`config.mk`:
```
export PLATFORM = sky130hd
export DESIGN_NAME = cache_fill_fsm
export DESIGN_NICKNAME = d
export VERILOG_FILES = /design/src/rtl/cache_fill_fsm.sv
export SDC_FILE = /design/constraint.sdc
export NUM_CORES = 1
export LEC_CHECK = 0
export CAP_MARGIN = 20
export CORE_MARGIN = 1.5
export CORE_UTILIZATION = 39
export DETAILED_ROUTE_END_ITERATION = 12
export PLACE_DENSITY_LB_ADDON = 0.3
export SLEW_MARGIN = 30
export SYNTH_ARGS = -nofsm -noshare
export SYNTH_HDL_FRONTEND = slang
export SYNTH_SLANG_ARGS = --single-unit
```
`constraint.sdc`:
```
create_clock -name clk -period 2.65 [get_ports clk]
set_input_delay 0.795 -clock clk [delete_from_list [all_inputs] [get_ports clk]]
set_output_delay 0.795 -clock clk [all_outputs]
set_load 0.05 [all_outputs]
```
`src/rtl/cache_fill_fsm.sv`:
```
// ----------------------------------------------------------------------------
// cache_fill_fsm
//
// Miss handler that sits directly behind a cache. On a miss it captures the
// block base of the missing address, then issues one read per cycle for the
// eight 16-bit words of the block. Returned words arrive in request order with
// arbitrary latency and gaps. Each one is written into the cache data array,
// and the tag array is written together with the last word. fsm_busy stays
// high for the whole fill so the pipeline and the memory arbiter can stall.
//
// Ports:
//   clk               system clock, rising edge
//   rst               asynchronous, active-high reset
//   miss_detected     cache miss flag (sampled only in IDLE)
//   miss_address      byte address that missed
//   memory_data_valid memory returns one word this cycle (in request order)
//   fsm_busy          fill in progress
//   mem_read_en       read request to memory this cycle
//   memory_address    byte address of the current memory request
//   write_data_array  write the returned word into the data array this cycle
//   cache_word_addr   byte address of the word being written into the cache
//   write_tag_array   one-cycle pulse that writes tag + valid for the block
// ----------------------------------------------------------------------------
module cache_fill_fsm #(
    parameter int ADDR_WIDTH      = 16,
    parameter int WORDS_PER_BLOCK = 8,
    parameter int OFFSET_BITS     = 4
) (
    input  logic                  clk,
    input  logic                  rst,
    input  logic                  miss_detected,
    input  logic [ADDR_WIDTH-1:0] miss_address,
    input  logic                  memory_data_valid,
    output logic                  fsm_busy,
    output logic                  mem_read_en,
    output logic [ADDR_WIDTH-1:0] memory_address,
    output logic                  write_data_array,
    output logic [ADDR_WIDTH-1:0] cache_word_addr,
    output logic                  write_tag_array
);

    // One extra bit so the issue counter can reach WORDS_PER_BLOCK and park
    // there once every request has gone out.
    localparam int CNT_W = $clog2(WORDS_PER_BLOCK) + 1;

    localparam logic [CNT_W-1:0]      NUM_WORDS   = CNT_W'(WORDS_PER_BLOCK);
    localparam logic [CNT_W-1:0]      LAST_WORD   = CNT_W'(WORDS_PER_BLOCK - 1);
    localparam logic [ADDR_WIDTH-1:0] OFFSET_MASK = ADDR_WIDTH'((1 << OFFSET_BITS) - 1);

    typedef enum logic {
        IDLE = 1'b0,
        FILL = 1'b1
    } state_t;

    state_t                  state_q, state_d;
    logic [ADDR_WIDTH-1:0]   base_q, base_d;
    logic [CNT_W-1:0]        issue_cnt_q, issue_cnt_d;
    logic [CNT_W-1:0]        recv_cnt_q, recv_cnt_d;
    logic [CNT_W-1:0]        issue_disp;

    always_ff @(posedge clk or posedge rst) begin
        if (rst) begin
            state_q     <= IDLE;
            base_q      <= '0;
            issue_cnt_q <= '0;
            recv_cnt_q  <= '0;
        end else begin
            state_q     <= state_d;
            base_q      <= base_d;
            issue_cnt_q <= issue_cnt_d;
            recv_cnt_q  <= recv_cnt_d;
        end
    end

    always_comb begin
        state_d          = state_q;
        base_d           = base_q;
        issue_cnt_d      = issue_cnt_q;
        recv_cnt_d       = recv_cnt_q;
        issue_disp       = issue_cnt_q;
        fsm_busy         = 1'b0;
        mem_read_en      = 1'b0;
        memory_address   = '0;
        write_data_array = 1'b0;
        cache_word_addr  = '0;
        write_tag_array  = 1'b0;

        case (state_q)
            IDLE: begin
                // Returned data is meaningless here; only a miss matters.
                if (miss_detected) begin
                    base_d      = miss_address & ~OFFSET_MASK;
                    issue_cnt_d = '0;
                    recv_cnt_d  = '0;
                    state_d     = FILL;
                end
            end

            FILL: begin
                fsm_busy    = 1'b1;
                mem_read_en = (issue_cnt_q < NUM_WORDS);

                // After the last request the address bus keeps showing the
                // final word instead of running past the block.
                issue_disp     = mem_read_en ? issue_cnt_q : LAST_WORD;
                memory_address = base_q + ADDR_WIDTH'({issue_disp, 1'b0});

                write_data_array = memory_data_valid;
                cache_word_addr  = base_q + ADDR_WIDTH'({recv_cnt_q, 1'b0});
                write_tag_array  = memory_data_valid && (recv_cnt_q == LAST_WORD);

                if (mem_read_en) begin
                    issue_cnt_d = issue_cnt_q + CNT_W'(1);
                end

                // The fill ends on the last returned word, regardless of how
                // long memory took; a miss seen here is simply not sampled.
                if (memory_data_valid) begin
                    if (recv_cnt_q == LAST_WORD) begin
                        state_d     = IDLE;
                        issue_cnt_d = '0;
                        recv_cnt_d  = '0;
                    end else begin
                        recv_cnt_d = recv_cnt_q + CNT_W'(1);
                    end
                end
            end

            default: begin
                state_d = IDLE;
            end
        endcase
    end

endmodule
```
==> flow_summary.json <==
{
  "clock_tree.root_cell": "sky130_fd_sc_hd__clkbuf_4",
  "timing.setup.critical_path_class": "in -> out",
  "ctsLongestPathBuffers": 2,
  "synth_edf_count": 0,
  "route.antenna.remaining_nets": 0,
  "n_fill_cell": 291,
  "ff2ff_setup_slack_ns": 1.12,
  "cts_made_buffers": 3,
  "synth_top_flop_cell": "sky130_fd_sc_hd__dfrtp_1",
  "multiInputGateArea_um2": 828.3,
  "ctsHtreeMaxLevel": 1,
  "grt_max_degree": 24,
  "synth-warning-count": 0,
  "hp-class": "reg -> reg",
  "area_share_of_the_largest_cell_type_after_synthesis_pct": 38.32,
  "final-seq-area_um2": 529.3,
  "timing_hold_violations_final": 0,
  "seq_area_frac_synth_pct": 38.32,
  "fmax_mhz": 385.3,
  "finalMaxSlewViolations": 0,
  "avgRoutedWirePerCell_um": 14.08,
  "clk-insertion-delay-late_ns": 0.29,
  "finalSetupTns_ns": 0,
  "synth_cell_type_count": 34,
  "synthToLayoutAreaGrowth_pct": 57.48,
  "io_pins": 56,
  "insertedDiodeCount": 0,
  "clk_transition_reported_paths_ns": 0.12,
  "die-area_um2": 3881,
  "ys_top_cells_by_count": "21 x sky130_fd_sc_hd__dfrtp_1, 21 x sky130_fd_sc_hd__nor2_1, 15 x sky130_fd_sc_hd__and2_1",
  "crit_path_required_time_ns": 1.86,
  "unrepaired_setup_endpoints_after_global_routing": "true",
  "finalSetupViolCount": 0,
  "layout_worst_path_cycle_share_pct": 97.95,
  "detailedRoute.firstIterationViolations": 49,
  "hpwl_mm": 2.605,
  "remaining_drc_errors": 0,
  "grt_pass1_vias": 1223,
  "globalplace.congestion": 0.8940,
  "cp_slowest_cell": "sky130_fd_sc_hd__clkdlybuf4s50_1",
  "vias_per_cell": 5.060,
  "wirelength_mm": 3.505,
  "drv.max_cap_violation_count": 0,
  "global_route_wire_length_before_repair_mm": 5.982,
  "highest_fanout_seen_on_the_critical_path": 2,
  "cell_type_with_the_largest_total_area_after_synthesis": "sky130_fd_sc_hd__dfrtp_1",
  "floorplan.initialDensity_pct": 40.77,
  "netlist_top_cells_area": "sky130_fd_sc_hd__dfrtp_1 38%, sky130_fd_sc_hd__mux2_1 8.2%, sky130_fd_sc_hd__and2_1 6.8%",
  "grt_util_all_layers_pct": 18.91,
  "floorplan.rows": 21,
  "synth.ff_latch_count": 21,
  "netlist_area_um2": 1371,
  "cpPeakStageDelay_ns": 0.48,
  "worst_setup_path_end_kind": "output port",
  "core_area_um2": 3363,
  "synthArstFlopShare_pct": 100.0,
  "startpoint_type": "input pin",
  "die-width_um": 62.30,
  "tritoncts_num_sinks": 21,
  "fin_nets": 229,
  "dr.pass1.iters": 4,
  "final_cell_utilization_of_the_core_pct": 64.21,
  "cp.buffers_inverters": 2,
  "postSynthAreaPerCell_um2": 9.203,
  "global_route.overflow_total": 0,
  "grt_antenna_before_repair": 0,
  "timing.final.crit_period_ns": 2.596,
  "run_status": "completed",
  "cp_cell_sequence": "clkdlybuf4s50_1 > and4b_1 > and2_4 > buf_12",
  "finClkSkew_ns": 0.0009747,
  "die_y_um": 62.30,
  "cts-hold-fix-buffers": 0,
  "tritoncts_clock_tree": "done",
  "cp_data_arrival_time_ns": 1.80,
  "io_buffer_count": 49,
  "timing.critical_path.max_delay_family": "buffers and inverters",
  "syn_inst": 149,
  "vias": 1260,
  "drive_gt1_share_pct": 34.48
}
[cells by family after synthesis]
family | synth area share (%)
other cells | 0.2735
simple gates | 25.18
fa+ha+maj | 4.562
flops | 38.32
compound gates | 7.300
buf+inv | 6.022
xor+xnor | 3.833
mux | 14.51
[worst register-to-register path, stage by stage, from the launching register on]
cell                      delay [ns]
sky130_fd_sc_hd__dfrtp_1        0.54
sky130_fd_sc_hd__buf_4          0.25
sky130_fd_sc_hd__and2_1         0.22
sky130_fd_sc_hd__buf_4          0.16
sky130_fd_sc_hd__mux2i_1        0.07
sky130_fd_sc_hd__a32o_1         0.21
[state kept, by name, summed over array words and instances (netlist names)]
name,flops
recv_cnt_q,4
state_q,1
base_q,12
issue_cnt_q,4
[layer usage]
layer / part of all wire (%) / vias up / global-route usage, %
met5: 0 / - / 0
met4: 1.0 / 0 / 5.000
li1: - / 607 / -
met3: 4.9 / 4 / 4.348
met1: 43 / 607 / 25.17
met2: 51 / 42 / 31.11
[what timing repair did]
action	CTS	global route
resized for setup	7	13
endpoints found under the setup margin	6	8
setup buffers	1	2
pin swaps	2	5
[cell type report]
cell class	instances	area share [%]
Multi-Input combinational cell	112	38.35
Tap cell	46	2.665
Inverter	8	1.390
Sequential cell	21	24.51
Clock buffer	4	1.217
Timing Repair Buffer	58	31.87
[per-stage QoR]
stage / hold slack, ns / std cells / area [um2] / setup WS, ns
2_1_floorplan: 0.4739 / 150 / 1381 / -0.1094
3_3_place_gp: 0.4878 / 242 / 2037 / 0.03282
3_5_place_dp: 0.5216 / 242 / 2037 / 0.01714
4_1_cts: 0.5386 / 247 / 2097 / -0.001386
5_1_grt: 0.5820 / 249 / 2160 / -0.08149
6_report: 0.5420 / 249 / 2160 / 0.05440
[worst paths after layout]
| path | start | endpoint | cells past startpoint |
|---|---|---|---|
| max reg2reg | state_q | recv_cnt_q[3] | 5 |
| min | base_q[15] | base_q[15] | 1 |
| max | memory_data_valid | write_tag_array | 4 |
| min reg2reg | base_q[15] | base_q[15] | 1 |
| max in group asynchronous | rst | base_q[7] | 3 |
| min in group asynchronous | rst | base_q[15] | 3 |
[cells in the final DEF (no fill, tap or decap), types with 2 or more instances in the layout]
cell / n
sky130_fd_sc_hd__mux2_4: 2
sky130_fd_sc_hd__nor2_1: 20
sky130_fd_sc_hd__mux2_1: 9
sky130_fd_sc_hd__mux2i_1: 3
sky130_fd_sc_hd__clkdlybuf4s50_1: 15
sky130_fd_sc_hd__mux2_2: 4
sky130_fd_sc_hd__ha_1: 3
sky130_fd_sc_hd__inv_1: 7
sky130_fd_sc_hd__conb_1: 2
sky130_fd_sc_hd__xor2_1: 3
sky130_fd_sc_hd__clkbuf_4: 3
sky130_fd_sc_hd__ha_2: 2
sky130_fd_sc_hd__and2_1: 14
sky130_fd_sc_hd__nor2b_1: 2
sky130_fd_sc_hd__nand2_1: 12
sky130_fd_sc_hd__o32ai_1: 3
sky130_fd_sc_hd__o21ai_0: 6
sky130_fd_sc_hd__nand3_1: 3
sky130_fd_sc_hd__buf_6: 2
sky130_fd_sc_hd__dfrtp_1: 18
sky130_fd_sc_hd__dfrtp_2: 3
sky130_fd_sc_hd__nor3_2: 4
sky130_fd_sc_hd__buf_4: 24
sky130_fd_sc_hd__buf_12: 16
sky130_fd_sc_hd__xnor2_1: 3
Power is left out: the tool's default activity adds up to more than one toggle a clock period on the data nets, which glitch-free logic cannot reach.
